[src/rtl/alu_pkg.sv]
// alu_pkg: shared opcodes, instruction field positions and issuer state encoding for alu_issuer
package alu_pkg;
  localparam logic [3:0] OP_ADD  = 4'b0000;
  localparam logic [3:0] OP_SUB  = 4'b0001;
  localparam logic [3:0] OP_AND  = 4'b0010;
  localparam logic [3:0] OP_OR   = 4'b0011;
  localparam logic [3:0] OP_NOT  = 4'b0100;
  localparam logic [3:0] OP_XOR  = 4'b0101;
  localparam logic [3:0] OP_NOR  = 4'b0110;
  localparam logic [3:0] OP_SLL  = 4'b0111;
  localparam logic [3:0] OP_SRL  = 4'b1000;
  localparam logic [3:0] OP_SRA1 = 4'b1001;
  localparam logic [3:0] OP_ROL1 = 4'b1010;
  localparam logic [3:0] OP_ROR1 = 4'b1011;
  localparam logic [3:0] OP_EQ   = 4'b1100;
  localparam int CTRL_LSB = 12;
  localparam int RD_LSB   = 9;
  localparam int RS_LSB   = 6;
  localparam int RT_LSB   = 3;
  typedef enum logic [1:0] {IDLE = 2'd0, EXEC = 2'd1, DONE = 2'd2} state_e;
endpackage

[src/rtl/alu_issuer_regfile.sv]
// alu_issuer_regfile: NREG x DATA_W regs, writeback port beats load port on same address; ports we/wa/wd, ld_en/ld_addr/ld_data, comb reads ra/rb/dbg
module alu_issuer_regfile #(
  parameter int NREG   = 8,
  parameter int DATA_W = 8,
  parameter int AW     = $clog2(NREG)
) (
  input  logic              clk,
  input  logic              rst_n,
  input  logic              we_i,
  input  logic [AW-1:0]     wa_i,
  input  logic [DATA_W-1:0] wd_i,
  input  logic              ld_en_i,
  input  logic [AW-1:0]     ld_addr_i,
  input  logic [DATA_W-1:0] ld_data_i,
  input  logic [AW-1:0]     ra_i,
  input  logic [AW-1:0]     rb_i,
  input  logic [AW-1:0]     dbg_addr_i,
  output logic [DATA_W-1:0] ra_data_o,
  output logic [DATA_W-1:0] rb_data_o,
  output logic [DATA_W-1:0] dbg_data_o
);
  logic [DATA_W-1:0] mem_q [NREG];
  always_ff @(posedge clk or negedge rst_n) begin
    if (!rst_n) begin
      for (int i = 0; i < NREG; i++) mem_q[i] <= '0;
    end else begin
      for (int i = 0; i < NREG; i++) begin
        if (we_i && wa_i == AW'(i)) mem_q[i] <= wd_i;
        else if (ld_en_i && ld_addr_i == AW'(i)) mem_q[i] <= ld_data_i;
      end
    end
  end
  assign ra_data_o  = mem_q[ra_i];
  assign rb_data_o  = mem_q[rb_i];
  assign dbg_data_o = mem_q[dbg_addr_i];
endmodule

[src/rtl/alu_issuer.sv]
// alu_issuer: IDLE->EXEC->DONE issuer driving an external ALU (alu_ctrl/x/y out, alu_out/carry in) from a regfile, with instr valid/ready, load, debug and res_* ports; ALU_ISSUER_FLAGS_EN adds flag_z_o/flag_c_o
module alu_issuer import alu_pkg::*; #(
  parameter int NREG   = 8,
  parameter int DATA_W = 8,
  parameter int CTRL_W = 4,
  localparam int AW    = $clog2(NREG)
) (
  input  logic              clk,
  input  logic              rst_n,
  input  logic              instr_valid_i,
  output logic              instr_ready_o,
  input  logic [15:0]       instr_i,
  input  logic              ld_en_i,
  input  logic [AW-1:0]     ld_addr_i,
  input  logic [DATA_W-1:0] ld_data_i,
  input  logic [AW-1:0]     dbg_addr_i,
  output logic [DATA_W-1:0] dbg_data_o,
  output logic [CTRL_W-1:0] alu_ctrl_o,
  output logic [DATA_W-1:0] alu_x_o,
  output logic [DATA_W-1:0] alu_y_o,
  input  logic [DATA_W-1:0] alu_out_i,
  input  logic              alu_carry_i,
  output logic              res_valid_o,
  output logic [AW-1:0]     res_rd_o,
  output logic [DATA_W-1:0] res_data_o,
  output logic              res_carry_o
`ifdef ALU_ISSUER_FLAGS_EN
  ,
  output logic              flag_z_o,
  output logic              flag_c_o
`endif
);
  state_e state_q, state_d;
  logic [CTRL_W-1:0] ctrl_q, ctrl_d;
  logic [DATA_W-1:0] x_q, x_d, y_q, y_d, data_q, data_d, rs_data, rt_data;
  logic [AW-1:0] rd_q, rd_d;
  logic carry_q, carry_d, accept, wb, unused_bits;
  assign unused_bits = ^instr_i[2:0];
  assign accept = instr_valid_i && state_q == IDLE;
  assign wb = state_q == EXEC;
  alu_issuer_regfile #(.NREG(NREG), .DATA_W(DATA_W), .AW(AW)) u_rf (
    .clk        (clk),
    .rst_n      (rst_n),
    .we_i       (wb),
    .wa_i       (rd_q),
    .wd_i       (alu_out_i),
    .ld_en_i    (ld_en_i),
    .ld_addr_i  (ld_addr_i),
    .ld_data_i  (ld_data_i),
    .ra_i       (instr_i[RS_LSB +: AW]),
    .rb_i       (instr_i[RT_LSB +: AW]),
    .dbg_addr_i (dbg_addr_i),
    .ra_data_o  (rs_data),
    .rb_data_o  (rt_data),
    .dbg_data_o (dbg_data_o)
  );
  always_comb begin
    state_d = IDLE;
    case (state_q)
      IDLE:    state_d = instr_valid_i ? EXEC : IDLE;
      EXEC:    state_d = DONE;
      default: state_d = IDLE;
    endcase
    ctrl_d  = accept ? instr_i[CTRL_LSB +: CTRL_W] : ctrl_q;
    x_d     = accept ? rs_data : x_q;
    y_d     = accept ? rt_data : y_q;
    rd_d    = accept ? instr_i[RD_LSB +: AW] : rd_q;
    data_d  = wb ? alu_out_i : data_q;
    carry_d = wb ? alu_carry_i : carry_q;
  end
  always_ff @(posedge clk or negedge rst_n) begin
    if (!rst_n) begin
      state_q <= IDLE;
      ctrl_q  <= '0;
      x_q     <= '0;
      y_q     <= '0;
      rd_q    <= '0;
      data_q  <= '0;
      carry_q <= 1'b0;
    end else begin
      state_q <= state_d;
      ctrl_q  <= ctrl_d;
      x_q     <= x_d;
      y_q     <= y_d;
      rd_q    <= rd_d;
      data_q  <= data_d;
      carry_q <= carry_d;
    end
  end
  assign instr_ready_o = state_q == IDLE;
  assign res_valid_o   = state_q == DONE;
  assign alu_ctrl_o    = ctrl_q;
  assign alu_x_o       = x_q;
  assign alu_y_o       = y_q;
  assign res_rd_o      = rd_q;
  assign res_data_o    = data_q;
  assign res_carry_o   = carry_q;
`ifdef ALU_ISSUER_FLAGS_EN
  logic fz_q, fc_q;
  always_ff @(posedge clk or negedge rst_n) begin
    if (!rst_n) begin
      fz_q <= 1'b0;
      fc_q <= 1'b0;
    end else begin
      fz_q <= wb ? alu_out_i == '0 : fz_q;
      fc_q <= wb ? alu_carry_i : fc_q;
    end
  end
  assign flag_z_o = fz_q;
  assign flag_c_o = fc_q;
`endif
endmodule

[config.mk]
export PLATFORM = sky130hd
export DESIGN_NAME = alu_issuer
export DESIGN_NICKNAME = d
export VERILOG_FILES = /design/src/rtl/alu_pkg.sv /design/src/rtl/alu_issuer_regfile.sv /design/src/rtl/alu_issuer.sv
export SDC_FILE = /design/constraint.sdc
export NUM_CORES = 1
export LEC_CHECK = 0
export ABC_AREA = 1
export BUFFER_PORTS_ARGS = -buffer_cell sky130_fd_sc_hd__clkbuf_2
export CORE_ASPECT_RATIO = 1.2
export CORE_MARGIN = 1.5
export CORE_UTILIZATION = 40
export CTS_BUF_LIST = sky130_fd_sc_hd__clkbuf_4 sky130_fd_sc_hd__clkbuf_8
export DETAILED_ROUTE_END_ITERATION = 8
export HOLD_SLACK_MARGIN = 0.08
export PLACE_DENSITY = 0.69
export SLEW_MARGIN = 10
export SYNTH_ARGS = -nofsm -noshare
export SYNTH_HDL_FRONTEND = slang
export SYNTH_SLANG_ARGS = --single-unit
export TNS_END_PERCENT = 10
[constraint.sdc]
create_clock -name clk -period 1.7 [get_ports clk]
set_input_delay 0.085 -clock clk [delete_from_list [all_inputs] [get_ports clk]]
set_output_delay 0.085 -clock clk [all_outputs]
set_load 0.03 [all_outputs]
# [Word level (Yosys, flattened, before mapping)]
# Index checks and enable logic that the tools add are counted.
[op_classes] eq_ne=16 bitwise=3 n_reduce_logical=28 n_mux=27 n_lt_le_gt_ge=3
[ops] operator="8-bit two-way mux" n=22
[ops] operator="8-bit binary-select mux with 3-bit select" n=3
[ops] operator="3-bit == test (second input constant)" n=8
[ops] operator="1-bit logical AND" n=17
[ops] operator="2-bit nonzero test" n=8
[ops] operator="3-bit by 2-bit == test with 1-bit output (second input constant)" n=4
[ops] operator="4-bit >= comparator (second input constant)" n=3
[ops] operator="3-bit inverter with 4-bit output" n=3
[ops] operator="3-bit by 1-bit == test with 1-bit output (second input constant)" n=2
[ops] operator="3-bit logical NOT" n=2
[ops] operator="2-bit one-hot mux with 2 select lines" n=1
[ops] operator="2-bit by 1-bit == test with 1-bit output (second input constant)" n=1
[ops] operator="2-bit == test (second input constant)" n=1
[ops] operator="2-bit logical NOT" n=1
[ops] operator="1-bit two-way mux" n=1
[totals] wordCells=92 output_inout_bits=42 reg_bits=98

# [Logic depth before layout (Yosys ltp)]
[logic_depth] ltp_word=4 mapped_depth=8 ltp_nobuf=7

# [By module]
# Synthesis repeated with hierarchy kept, for this count alone.
[unflattened] cells_unflattened=1120 hier_area_um2=6687.7
[by_module_without_submodules] module="alu_issuer_regfile" area_per_inst_um2=5350.1 cells_each=975 seq_area_each_um2=1601.5 n_inst=1
[by_module_without_submodules] module="alu_issuer" area_per_inst_um2=1337.5 cells_each=145 seq_area_each_um2=850.8 n_inst=1

# [Least setup slack after synthesis]
# No wires, ideal clock.
[synth_path] path_kind="reg2reg" startpoint="reg state_q[1]" endpoint="reg x_q[0] (netlist: alu_x_o[0])" path_stages_with_launch=7 path_buffers=1 required_time_ps=1634 period_less_slack_ps=1560 path_slack_ps=140 arrival_ps=1494 cell_sequence="dfrtp_1 -> nor2_1 -> nand2_1 -> clkinv_1 -> buf_2 -> nand3_1 -> nand2_1"
[synth_via] elab_chain_len=2
[synth_rtl] element="start, declared" line="alu_issuer.sv:33" source="state_e state_q, state_d;"
[synth_rtl] element="start signal, assigned" line="alu_issuer.sv:81" source="state_q <= state_d;"
[synth_rtl] element="2-bit logical NOT"
[synth_rtl] element="via instr_ready_o" line="alu_issuer.sv:11" source="output logic instr_ready_o,"
[synth_rtl] element="1-bit logical AND" line="alu_issuer.sv:39" source="assign accept = instr_valid_i && state_q == IDLE;"
[synth_rtl] element="end signal, assigned" line="alu_issuer.sv:75" source="x_q <= '0;"
[synth_rtl] element="end signal, assigned" line="alu_issuer.sv:83" source="x_q <= x_d;"
[synth_rtl] element="end, declared" line="alu_issuer.sv:35" source="logic [DATA_W-1:0] x_q, x_d, y_q, y_d, data_q, data_d, rs_data, rt_data;"
# The timed path passes the listed nets, and every way through them passes these cells.
# A chain may end at the register's enable or synchronous reset.

# [Final worst setup path]
[layout_path] startpoint="reg u_rf.mem_q[18] (netlist name)" endpoint="out dbg_data_o[2]"
[layout_via] elab_chain_len=3
[layout_rtl] element="start, declared" line="alu_issuer_regfile.sv:22" source="logic [DATA_W-1:0] mem_q [NREG];"
[layout_rtl] element="start signal, assigned by index" line="alu_issuer_regfile.sv:28" source="if (we_i && wa_i == AW'(i)) mem_q[i] <= wd_i;"
[layout_rtl] element="start signal, assigned by index" line="alu_issuer_regfile.sv:29" source="else if (ld_en_i && ld_addr_i == AW'(i)) mem_q[i] <= ld_data_i;"
[layout_rtl] element="8-bit binary-select mux with 3-bit select" line="alu_issuer_regfile.sv:35" source="assign dbg_data_o = mem_q[dbg_addr_i];"
[layout_rtl] element="8-bit two-way mux (not written as such) (2 in series)" line="alu_issuer_regfile.sv:35"
[layout_rtl] element="end, declared" line="alu_issuer.sv:17" source="output logic [DATA_W-1:0] dbg_data_o,"
# Every way passes these cells. The select of a mux whose other input is x is not followed.

==> impl_summary.log <==
INFO  metric outcome = completed
INFO  metric timing.clock.skew = 0.01265 ns
INFO  metric hold_path_startpoint = alu_out_i[0]
INFO  metric route.detailed.drc = 0
INFO  metric critical_path.max_fanout = 3
INFO  metric num_antenna_cells = 0
INFO  metric synthCells = 958
INFO  metric cts_root_buffer = clkbuf_8
INFO  metric ys_warn_count = 0
INFO  metric max-clock-path-buffers = 2
INFO  metric numClockSinks = 98
INFO  metric grt_pass1_vias = 6129
INFO  metric drt-wirelength-per-cell = 16.61 um
INFO  metric area_growth_syn_to_layout = 17.79%
INFO  metric io_buffers = 81
INFO  metric cpMaxStageDelayCell = dfrtp_1
INFO  metric worstHoldPathCells = 3
INFO  metric post-route-worst-setup-slack = 0.03934 ns
INFO  metric dpl_cell_area = 6880 um^2
INFO  metric place.gp.congestion = 0.9293
INFO  metric commonest_cells_after_routing_fill_and_taps_aside = 374 x nand2_1, 232 x nand3_1, 98 x dfrtp_1, 82 x inv_1, 72 x clkbuf_2
INFO  metric grt_overflow = 0
INFO  metric vias = 6711
INFO  metric drt_wl_total = 20830 um
INFO  metric hold_path_end = res_data_o[0]
INFO  metric cp_slowest_stage_delay = 0.42 ns
INFO  metric first_pass_iters = 5
INFO  metric antenna_found_initial = 0
INFO  metric min-delay-path-class = in -> reg
INFO  metric post_drt_via_cell_ratio = 5.352
INFO  metric ys_seq_elements = 98
INFO  metric cts-htree-levels = 3
INFO  metric detailed_place_hpwl = 15340 um
INFO  metric clock.fmax = 602.2 MHz
INFO  metric clock_transition_at_the_registers_of_the_reported_paths = 0.11 ns
INFO  metric cp-end-kind = primary output
INFO  metric syn_std_cell_area = 6232 um^2
INFO  metric fillCellCount = 1590
INFO  metric fin_hold_ws = 0.09695 ns
INFO  metric final-max-slew-violation-count = 0
INFO  metric fp.dieArea = 16340 um^2
INFO  metric cts_buffers = 9
INFO  metric final-hold-violation-count = 0
INFO  metric synth_sequential_area_ratio = 39.35%
INFO  metric maxCapViolCount = 0
INFO  metric reg2reg_slack = 0.21 ns
INFO  metric clock_tree_from_tritoncts = done
INFO  metric pin_count = 85
INFO  metric syn_nets = 1001
INFO  metric power_density = 1295 nW/um^2
INFO  metric tightest_slew = 0.6000 ns
INFO  metric utilization = 48.67%
INFO  metric beginning_of_the_worst_register_to_register_path = state_q[1]
INFO  metric worst-endpoint-arrival = 1.58 ns
INFO  metric multi_input_area = 3239 um^2
INFO  metric site_rows = 49
INFO  metric relSlewSlack = 59.95%
INFO  metric first_iter_violations = 777
INFO  metric r2r_cells = 6
INFO  metric pin_count_of_the_biggest_net_entering_global_routing = 34
INFO  metric synth_cell_types = 17
INFO  metric groute.usage.overall = 26.50%
INFO  metric vertical_die_dimension = 139.7 um
INFO  metric ant_nets = 0
INFO  metric cp_common_cell = nand2_1
INFO  metric final.min_clock_period = 1.661 ns
INFO  metric final.period_utilization = 97.69%
INFO  metric crit_path_start_kind = flip-flop
INFO  metric worst_skew_pair_latency = 0.40 ns
INFO  metric floorplan.die.width = 116.9 um
INFO  metric place_ws = 0.1571 ns
INFO  metric synth_area_leader_cell = dfrtp_1
INFO  metric final_cell_area = 7341 um^2
INFO  metric unrepaired_setup_endpoints_after_global_routing = yes
INFO  metric drive_gt1_share = 15.62%
INFO  metric synth_area_per_cell = 6.505 um^2
INFO  metric initial_core_util = 41.32%
INFO  metric ff_latch_area = 2452 um^2
INFO  metric r2r_end = u_rf.mem_q[63]
INFO  metric power.ir.vdd_worst = 0.5958 mV
INFO  metric crit_path_cell_trace = inv_1 -> a21oi_1 -> o21ai_0 -> nand2_1 -> nand2_1 -> nand2_2 -> buf_6
INFO  metric portion_of_synthesized_cell_area_occupied_by_the_leading_cell_type = 39.35%
INFO  metric worst_setup_path_type = reg -> out
INFO  metric worstPathRequired = 1.62 ns
INFO  metric post_synth_main_area_contributors = dfrtp_1 39%, nand2_1 23%, nand3_1 19%
INFO  metric timing.final.setup_violations = 0
INFO  metric cellLeakagePower = 3.844 nW
INFO  metric finalNetCount = 1088
INFO  metric global_route_wire_length_before_repair = 33100 um
INFO  metric total_power = 9.504 mW
INFO  metric mostFrequentLayoutCell = nand2_1
INFO  metric core_region_area = 15080 um^2
-- what timing repair did --
action	in CTS	in global routing
buffers inserted	1	6
hold buffers	15	0
endpoints found under the hold margin	109	0
gates resized for setup	2	35
gates cloned	0	0
endpoints found under the setup margin	2	9
-- power breakdown --
part / total [mW] / internal [mW] / leakage (nW) / switching (mW)
Clock: 1.67 / 0.707 / 0.0988 / 0.959
Sequential: 3.85 / 3.17 / 1.22 / 0.677
Combinational: 3.99 / 1.32 / 2.52 / 2.67
-- state kept, by name (all words and copies together), names as in the netlist --
name         count
alu_y_o          8
res_carry_o      1
alu_x_o          8
u_rf.mem_q      64
res_data_o       8
res_rd_o         3
state_q          2
alu_ctrl_o       4
-- worst max-delay path by stage --
stage	cells past startpoint	endpoint	start
after global placement	6	u_rf.mem_q[33]	state_q[1]
after CTS	7	dbg_data_o[2]	u_rf.mem_q[18]
after detailed placement	6	u_rf.mem_q[38]	state_q[1]
final	7	dbg_data_o[2]	u_rf.mem_q[18]
after floorplan	6	alu_x_o[0]	state_q[1]
after global routing	7	dbg_data_o[4]	u_rf.mem_q[52]
-- layout make-up --
class,instances,share of cell area [%]
clock buffers,9,1.687
repair buffers,129,11.68
clock inverters,7,1.125
inverters,88,4.500
flip-flops and latches,98,33.41
well taps,204,3.477
multi-input cells,719,44.13
-- cells in the mapped netlist, drive strengths merged --
| master | n |
|---|---|
| nand2 | 381 |
| inv | 87 |
| clkinv | 1 |
| nand3 | 233 |
| buf | 30 |
| clkbuf | 23 |
| dfrtp | 98 |
| o21ai | 35 |
| a21oi | 32 |
| nor2 | 30 |
| o211ai | 8 |
-- critical path: cells and delay by family, from the launching register on --
kind,cells,cell delay [ns]
AOI/OAI and AO/OA,2,0.21
buffers and inverters,2,0.26
DFF,1,0.42
and+or+nand+nor,3,0.29
-- cell families after synthesis --
logic type / after synthesis / synth area share, %
AOI/OAI and AO/OA: 75 / 6.344
buffers and inverters: 141 / 8.874
DFF: 98 / 39.35
and+or+nand+nor: 644 / 45.43
-- routing by layer --
| metal | GRT usage, % | share of wire [%] | up-vias |
|---|---|---|---|
| met5 | 0 | 0 | - |
| met4 | 13.89 | 5.0 | 0 |
| met3 | 4.530 | 9.2 | 64 |
| met2 | 39.21 | 44 | 388 |
| met1 | 36.84 | 42 | 3014 |
| li1 | - | - | 3245 |
-- metrics by stage --
step | std cells | TNS [ns]
2_1_floorplan | 958 | 0
3_3_place_gp | 1216 | 0
3_5_place_dp | 1216 | 0
4_1_cts | 1248 | 0
5_1_grt | 1254 | -0.02143
6_report | 1254 | 0
(Power assumes the default switching activity.)
